`src/rtl/dac_stream_pacer.sv`:
```
// dac_stream_pacer
//   Absorbs a backpressure-free 32-bit word stream into a word FIFO, splits
//   each word into two 16-bit DAC samples (low half first) and releases them
//   at a fixed, programmable rate. Flags dropped words and starvation.
//
// Ports
//   clk, rst_n        clock, async active-low reset
//   enable            level-sensitive playback enable; low flushes to IDLE
//   rate_div          cycles per output sample (0 behaves as 1)
//   in_t_data/valid   input word stream, no ready
//   clr_flags         pulse clearing ovf_sticky and unf_count
//   dac_data          registered DAC sample
//   dac_strobe        one-cycle pulse with each dac_data update
//   fifo_level        FIFO occupancy in words
//   running           high while playing
//   ovf_sticky        a word was dropped because the FIFO was full
//   unf_count         saturating count of starvation events
module dac_stream_pacer #(
   parameter int          DEPTH       = 16,
   parameter int          PRIME_LEVEL = 8,
   parameter logic [15:0] IDLE_CODE   = 16'h0000
) (
   input  logic                     clk,
   input  logic                     rst_n,
   input  logic                     enable,
   input  logic [15:0]              rate_div,
   input  logic [31:0]              in_t_data,
   input  logic                     in_t_valid,
   input  logic                     clr_flags,
   output logic [15:0]              dac_data,
   output logic                     dac_strobe,
   output logic [$clog2(DEPTH):0]   fifo_level,
   output logic                     running,
   output logic                     ovf_sticky,
   output logic [15:0]              unf_count
);

   localparam int AW = $clog2(DEPTH);
   localparam int LW = AW + 1;

   typedef enum logic [1:0] {S_IDLE, S_PRIME, S_RUN} state_t;

   state_t          state;
   logic [31:0]     mem [DEPTH];
   logic [AW-1:0]   rd_ptr, wr_ptr;
   logic [15:0]     pace_cnt;
   logic            half;
   logic [15:0]     hi_reg;

   logic [15:0]     eff_last;
   logic            active, tick, fifo_empty, fifo_full;
   logic            do_pop, do_push, underflow, drop;
   logic [31:0]     popped;
   logic [15:0]     unf_inc;

   assign eff_last   = (rate_div > 16'd1) ? rate_div - 16'd1 : 16'd0;
   assign active     = enable && (state != S_IDLE);
   // ">=" rather than "==" so a rate_div reduced mid-run wraps at once
   // instead of counting all the way round 16 bits.
   assign tick       = enable && (state == S_RUN) && (pace_cnt >= eff_last);
   assign fifo_empty = (fifo_level == '0);
   assign fifo_full  = (fifo_level == LW'(DEPTH));
   assign do_pop     = tick && !half && !fifo_empty;
   assign underflow  = tick && !half && fifo_empty;
   // A pop in the same cycle frees the slot, so a full FIFO still accepts.
   assign do_push    = active && in_t_valid && (!fifo_full || do_pop);
   assign drop       = active && in_t_valid && fifo_full && !do_pop;
   assign popped     = mem[rd_ptr];
   assign unf_inc    = (unf_count == 16'hFFFF) ? unf_count : unf_count + 16'd1;
   assign running    = (state == S_RUN);

   always_ff @(posedge clk) begin
      if (do_push) mem[wr_ptr] <= in_t_data;
   end

   always_ff @(posedge clk or negedge rst_n) begin
      if (!rst_n) begin
         state      <= S_IDLE;
         rd_ptr     <= '0;
         wr_ptr     <= '0;
         fifo_level <= '0;
         pace_cnt   <= '0;
         half       <= 1'b0;
         hi_reg     <= '0;
         dac_data   <= IDLE_CODE;
         dac_strobe <= 1'b0;
         ovf_sticky <= 1'b0;
         unf_count  <= '0;
      end else begin
         dac_strobe <= 1'b0;

         // Events beat a coincident clear.
         if (drop)           ovf_sticky <= 1'b1;
         else if (clr_flags) ovf_sticky <= 1'b0;
         if (underflow)      unf_count  <= clr_flags ? 16'd1 : unf_inc;
         else if (clr_flags) unf_count  <= '0;

         if (!enable) begin
            state      <= S_IDLE;
            rd_ptr     <= '0;
            wr_ptr     <= '0;
            fifo_level <= '0;
            pace_cnt   <= '0;
            half       <= 1'b0;
            dac_data   <= IDLE_CODE;
         end else begin
            if (do_push) wr_ptr <= wr_ptr + AW'(1);
            if (do_pop)  rd_ptr <= rd_ptr + AW'(1);
            unique case ({do_push, do_pop})
               2'b10:   fifo_level <= fifo_level + LW'(1);
               2'b01:   fifo_level <= fifo_level - LW'(1);
               default: ;
            endcase

            case (state)
               S_IDLE: state <= S_PRIME;
               S_PRIME: begin
                  if (int'(fifo_level) >= PRIME_LEVEL) begin
                     state    <= S_RUN;
                     pace_cnt <= '0;
                     half     <= 1'b0;
                  end
               end
               S_RUN: begin
                  pace_cnt <= tick ? 16'd0 : pace_cnt + 16'd1;
                  if (tick) begin
                     dac_strobe <= 1'b1;
                     if (half) begin
                        dac_data <= hi_reg;
                        half     <= 1'b0;
                     end else if (!fifo_empty) begin
                        dac_data <= popped[15:0];
                        hi_reg   <= popped[31:16];
                        half     <= 1'b1;
                     end else begin
                        // Starved: emit the idle code once and re-prime.
                        dac_data <= IDLE_CODE;
                        state    <= S_PRIME;
                     end
                  end
               end
               default: state <= S_IDLE;
            endcase
         end
      end
   end

endmodule

```
`config.mk`:
```
export PLATFORM = sky130hd
export DESIGN_NAME = dac_stream_pacer
export DESIGN_NICKNAME = d
export VERILOG_FILES = /design/src/rtl/dac_stream_pacer.sv
export SDC_FILE = /design/constraint.sdc
export NUM_CORES = 1
export LEC_CHECK = 0
export CAP_MARGIN = 15
export CORE_MARGIN = 4
export CORE_UTILIZATION = 62
export CTS_CLUSTER_DIAMETER = 80
export DETAILED_ROUTE_END_ITERATION = 7
export GPL_TIMING_DRIVEN = 0
export PLACE_DENSITY_LB_ADDON = 0.08
export REMOVE_ABC_BUFFERS = 1
export SLEW_MARGIN = 20
export SYNTH_ARGS = -nofsm -noshare
export SYNTH_HDL_FRONTEND = slang
export SYNTH_SLANG_ARGS = --single-unit
```
`constraint.sdc`:
```
create_clock -name clk -period 16.9 [get_ports clk]
set_clock_uncertainty 0.15 [all_clocks]
set_input_delay 3.38 -clock clk [delete_from_list [all_inputs] [get_ports clk]]
set_output_delay 3.38 -clock clk [all_outputs]
set_load 0.05 [all_outputs]
```
==> results of run 1 <==
-- cell type report --
type,count,area (µm²)
diodes,1,2.50
clock buffers,67,1560
clock inverters,44,423
fillers,2231,9680
inverters,19,71.3
multi-input cells,602,6390
flip-flops and latches,594,17400
well taps,511,639
repair buffers,162,1730
-- layer usage --
metal | up-vias | GRT usage
met2 | 532 | 0.432
met1 | 6567 | 0.367
met3 | 83 | 0.0483
met4 | 4 | 0.0680
li1 | 5498 | -
met5 | - | 0
-- metrics by stage --
step | util | setup TNS, ns | instance area [µm²] | worst slack [ns]
floorplan | - | 0 | 23800 | 5.81
global placement | 0.668 | -88.31 | 25300 | -0.980
detailed placement | 0.692 | 0 | 26300 | 5.80
CTS | 0.745 | 0 | 28200 | 6.40
global route | 0.745 | 0 | 28300 | 6.15
finish | 0.745 | 0 | 28300 | 6.60
-- worst max-delay path: stages --
cell and delay, ns:
clkdlybuf4s50_1 0.48, nor4_1 0.47, nand3_1 0.28, or4_1 0.48
nor3_1 0.15, a21oi_1 0.08, ha_1 0.30, nand4_1 0.12
nor3_1 0.33, or4b_1 0.68, a31oi_4 0.92, and2_1 0.81
o21ai_4 0.36, nor4b_2 0.75, buf_2 0.34, buf_2 0.24
buf_2 0.23
-- Yosys cell counts, types with 2 or more instances --
cell / n
a2111oi_0: 8
a211oi_1: 8
a21o_1: 2
a21oi_1: 57
a22oi_1: 17
a31oi_1: 2
and2_1: 8
and3_1: 9
buf_1: 6
buf_2: 15
buf_4: 2
clkbuf_1: 38
dfrtp_1: 82
edfxtp_1: 512
ha_1: 28
inv_1: 19
mux2_2: 17
mux2i_1: 17
mux4_2: 144
nand2_1: 60
nand2b_1: 7
nand3_1: 22
nand4_1: 16
nand4b_1: 3
nor2_1: 54
nor2b_1: 7
nor3_1: 14
nor4_1: 4
nor4b_1: 3
o211ai_1: 2
o21ai_0: 28
or3_1: 2
or4_1: 3
xnor2_1: 10
xor2_1: 28
-- cell families after synthesis --
logic type | synth area share
flops | 0.725
simple gates | 0.0448
mux | 0.150
compound gates | 0.0368
buf+inv | 0.0136
xor+xnor | 0.0139
fa+ha+maj | 0.0154
-- power by group through the flow --
stage               Clock [mW]  Combinational [mW]  Sequential, mW
finish                    1.33              0.0709            1.60
global route              1.41              0.0774            1.60
CTS                       1.35              0.0707            1.60
detailed placement           0              0.0702            1.63
global placement             0              0.0631            1.63
floorplan                    0              0.0205            1.63
-- worst paths after layout --
| check | start | end | cells after the start |
|---|---|---|---|
| max in group asynchronous | rst_n | hi_reg[14]$_DFFE_PN0P_ | 2 |
| setup / recovery | rate_div[5] | mem[1][13]$_DFFE_PP_ | 17 |
| hold / removal | hi_reg[10]$_DFFE_PN0P_ | hi_reg[10]$_DFFE_PN0P_ | 2 |
| min in group asynchronous | rst_n | unf_count[11]$_DFFE_PN0P_ | 1 |
| hold reg to reg | hi_reg[10]$_DFFE_PN0P_ | hi_reg[10]$_DFFE_PN0P_ | 2 |
| setup reg to reg | pace_cnt[13]$_DFFE_PN0P_ | mem[1][13]$_DFFE_PP_ | 11 |
==> metrics.yaml, run 1 <==
clock_tree:
  holdBufCountCts: 0
  clock-sinks: 594
  cts_tree: "done"
  clock_latency_ns: 0.61
  cts_resized: 0
  root_buffer: "clkbuf_16"
  cts_max_path_buffers: 3
  htree_levels: 2
  cts_setup_buffers: 0
  clk_pin_slew_ns: 0.07
  numCtsBuffers: 59
placed_design:
  dp.cells: 1888
  dp_hpwl_um: 32300
  portBuffers: 92
  gp_congestion: 0.819
global_routing:
  track_usage: 0.260
  grt_pass1_vias: 13000
  grt_max_degree: 50
  antenna_found_initial: 2
  grt_pass1_wl_um: 80500
  grt.overflow.total: 0
pwr:
  p_leak_nw: 9.45
  power_mw: 3.00
  power_frac_seq: 0.534
  power_frac_clock: 0.442
  vdd_drop_max_mv: 0.0991
  cellPowerDensity_mw_per_mm2: 106
  combPwrFrac: 0.024
  switching_share: 0.197
  p_int_mw: 2.41
  p_sw_mw: 0.590
floorplan:
  fp.dieH_um: 205
  start_util: 0.633
  rows: 71
  pin_count: 93
  die_w_um: 205
  dieArea_mm2: 0.0420
  core_mm2: 0.0379
routing:
  wl_met1_um: 20900
  first_pass_iters: 5
  wl_met3_um: 4390
  wire_per_inst_um: 26.6
  drc_errors: 0
  wl_um: 53200
  routed.top_layer: "met5"
  drtAntennaViolNets: 0
  vias: 12700
  viasPerCell: 6.34
  met2_length_um: 26800
  drt_iter0_markers: 1412
cells_and_area:
  syn_to_final_growth_pct: 17.6
  regMostFlops: "mem"
  fin_nets: 1520
  layout.cells.non_filler: 2000
  drive_gt1_frac: 0.238
  largest_reg_flops: 512
  layout_common_cells: "edfxtp_1, mux4_2, clkdlybuf4s50_1"
  final_common_cell: "edfxtp_1"
sta:
  hold_viol_final: 0
  tightest_slew_ns: 1.10
  relSlewSlack: 0.267
  whs_ns: 0.341
  finalSetupViolations: 0
  period_needed_ns: 10.30
  max_freq_ghz: 0.0971
  rsz0062_at_grt: "no"
  slew_violations: 0
  period_share: 0.609
logic_synthesis:
  synthCells: 1276
  synth-async-reset-ratio: 0.138
  synthTopCellsByArea: "edfxtp_1, mux4_2, dfrtp_1"
  synth_top_area_share: 0.640
  syn_area_per_cell_um2: 18.8
  synth_ff_type: "edfxtp_1"
  synth_area_mm2: 0.0240
  synth_cell_types: 57
  synth_top_cell_by_area: "edfxtp_1"
  ys.warnings.count: 0
  yosysSeqAreaShare: 0.725
  synth_edf_count: 512
  synth-seq-cells: 594
run:
  max-cap-violations: 0
critical_path:
  worstSetupPathType: "input pin to flop"
  path_max_fanout: 27
  r2r_slack_ns: 10.87
  end_kind: "flop"
  critPathArrivalTime_ns: 10.45
  worstPathRequired_ns: 17.06
  cp-start-kind: "input pin"
worst_hold_path:
  hp-class: "flop to flop"
status:
  status: "complete, no violations"
Power figures use the tool's default switching activity.
==> run 2: changes to the inputs <==
Settings changed: CORE_UTILIZATION 62 to 55.
Clock period 16.9 ns to 8.6 ns, I/O delays scaled along.
==> metrics.yaml, run 2 (same netlist as run 1, synthesis figures left out) <==
routing:
  drtAntennaViolNets: 0
  vias: 12500
  drt_iter0_markers: 1242
  wire_per_inst_um: 25.7
  first_pass_iters: 5
  viasPerCell: 6.01
  wl_um: 53300
  drc_errors: 0
pwr:
  power_mw: 5.78
  vdd_drop_max_mv: 0.154
  p_sw_mw: 1.15
  p_leak_nw: 9.39
  power_frac_seq: 0.544
  power_frac_clock: 0.431
  cellPowerDensity_mw_per_mm2: 204
  combPwrFrac: 0.024
  p_int_mw: 4.62
  switching_share: 0.200
floorplan:
  rows: 76
  die_w_um: 217
  pin_count: 93
  core_mm2: 0.0432
  start_util: 0.556
  dieArea_mm2: 0.0471
  fp.dieH_um: 217
clock_tree:
  clock_latency_ns: 0.61
  cts_tree: "done"
  cts_max_path_buffers: 3
  numCtsBuffers: 59
  root_buffer: "clkbuf_16"
  clock-sinks: 594
  clk_pin_slew_ns: 0.06
  htree_levels: 2
status:
  status: "complete, no violations"
critical_path:
  r2r-end: "mem[1][17]$_DFFE_PP_"
  worstSetupPathType: "input pin to flop"
  critPathArrivalTime_ns: 8.18
  path_max_fanout: 14
  endpoint: "mem[1][17]$_DFFE_PP_"
  cp-start-kind: "input pin"
  end_kind: "flop"
  r2r_cells: 11
  crit_start: "rate_div[9]"
  worstReg2RegStart: "pace_cnt[13]$_DFFE_PN0P_"
  r2r_slack_ns: 3.14
  worstPathRequired_ns: 8.76
run:
  max-cap-violations: 0
sta:
  whs_ns: 0.347
  finalSetupViolations: 0
  slew_violations: 0
  period_needed_ns: 8.02
  setup_tns_ns: 0
  rsz0062_at_grt: "no"
  hold_viol_final: 0
  tightest_slew_ns: 0.863
  relSlewSlack: 0.425
  period_share: 0.932
  max_freq_ghz: 0.125
cells_and_area:
  num_antenna_cells: 0
  largest_reg_flops: 512
  final_cell_area_mm2: 0.0283
  fillCellCount: 3007
  syn_to_final_growth_pct: 17.9
  final_common_cell: "edfxtp_1"
  drive_gt1_frac: 0.233
  layout_common_cells: "edfxtp_1, mux4_2, clkdlybuf4s50_1"
  fin_nets: 1519
  regMostFlops: "mem"
global_routing:
  grt.overflow.total: 0
  grt_max_degree: 60
  grt_pass1_wl_um: 81300
  antenna_found_initial: 0
  track_usage: 0.232
  grt_pass1_vias: 12800
placed_design:
  postPlaceCellArea_mm2: 0.0264
  dp_hpwl_um: 33300
  portBuffers: 92
  gp_congestion: 0.772
worst_hold_path:
  hp-class: "flop to flop"
run 2: changes by cell type in the layout (fill, tap and decap cells not counted), sizes merged:
cell / delta
bufinv: -5
buf: -1
diode: -1
clkinvlp: +2
clkbuf: +21
clkinv: -17
run 2: power groups by stage:
| stage | registers, mW | clock network (mW) | logic, mW |
|---|---|---|---|
| 2_1_floorplan | 3.21 | 0 | 0.0402 |
| 3_3_place_gp | 3.21 | 0 | 0.126 |
| 3_5_place_dp | 3.21 | 0 | 0.141 |
| 4_1_cts | 3.15 | 2.54 | 0.142 |
| 5_1_grt | 3.14 | 2.67 | 0.154 |
| 6_report | 3.15 | 2.49 | 0.141 |
run 2: layout make-up:
type	count	area, µm²	share of cell area
Sequential cell	594	17400	0.616
Multi-Input combinational cell	602	6390	0.226
Timing Repair Buffer	161	1810	0.0639
Clock buffer	88	1670	0.0588
Tap cell	585	732	0.0258
Clock inverter	24	220	0.00777
Inverter	19	71.3	0.00252
run 2: critical path, cell delays in order:
cell	delay (ns)
clkdlybuf4s50_1	0.49
or4_1	0.55
nor4_1	0.44
nand2_1	0.40
nand2_1	0.16
ha_1	0.15
nand4_1	0.14
nor3_1	0.32
or4b_1	0.68
a31oi_4	0.62
and2_2	0.60
o21ai_4	0.30
nor4b_2	0.75
buf_2	0.33
buf_2	0.25
buf_2	0.25
run 2: what timing repair did:
action / CTS / global route
buffers inserted: 0 / 0
hold buffers: 0 / 0
endpoints found under the setup margin: 0 / 13
gates resized for setup: 0 / 1
run 2: per-layer routing:
| metal | wire (µm) | vias to the layer above | track usage | share of wire |
|---|---|---|---|---|
| met4 | 980 | 0 | 0.0551 | 0.018 |
| li1 | - | 5496 | - | - |
| met2 | 26100 | 355 | 0.372 | 0.49 |
| met1 | 23200 | 6532 | 0.336 | 0.44 |
| met3 | 2960 | 75 | 0.0468 | 0.056 |
| met5 | 0 | - | 0 | 0 |
run 2: how the worst min path moves through the flow:
stage                           start                      to  slack [ns]  cells after the start
6_report       hi_reg[10]$_DFFE_PN0P_  hi_reg[10]$_DFFE_PN0P_        0.35                      2
5_1_grt         hi_reg[7]$_DFFE_PN0P_   hi_reg[7]$_DFFE_PN0P_        0.39                      1
4_1_cts        hi_reg[14]$_DFFE_PN0P_  hi_reg[14]$_DFFE_PN0P_        0.35                      2
3_5_place_dp   hi_reg[10]$_DFFE_PN0P_  hi_reg[10]$_DFFE_PN0P_        0.34                      2
3_3_place_gp   hi_reg[14]$_DFFE_PN0P_  hi_reg[14]$_DFFE_PN0P_        0.32                      2
2_1_floorplan   hi_reg[0]$_DFFE_PN0P_   hi_reg[0]$_DFFE_PN0P_        0.30                      2
run 2: per-stage QoR:
stage          setup WS, ns  utilization  cells
2_1_floorplan        -0.834            -   1215
3_3_place_gp          -7.80        0.589   1892
3_5_place_dp         -0.632        0.612   1961
4_1_cts              0.0106        0.656   2073
5_1_grt               0.258        0.656   2073
6_report              0.583        0.656   2073
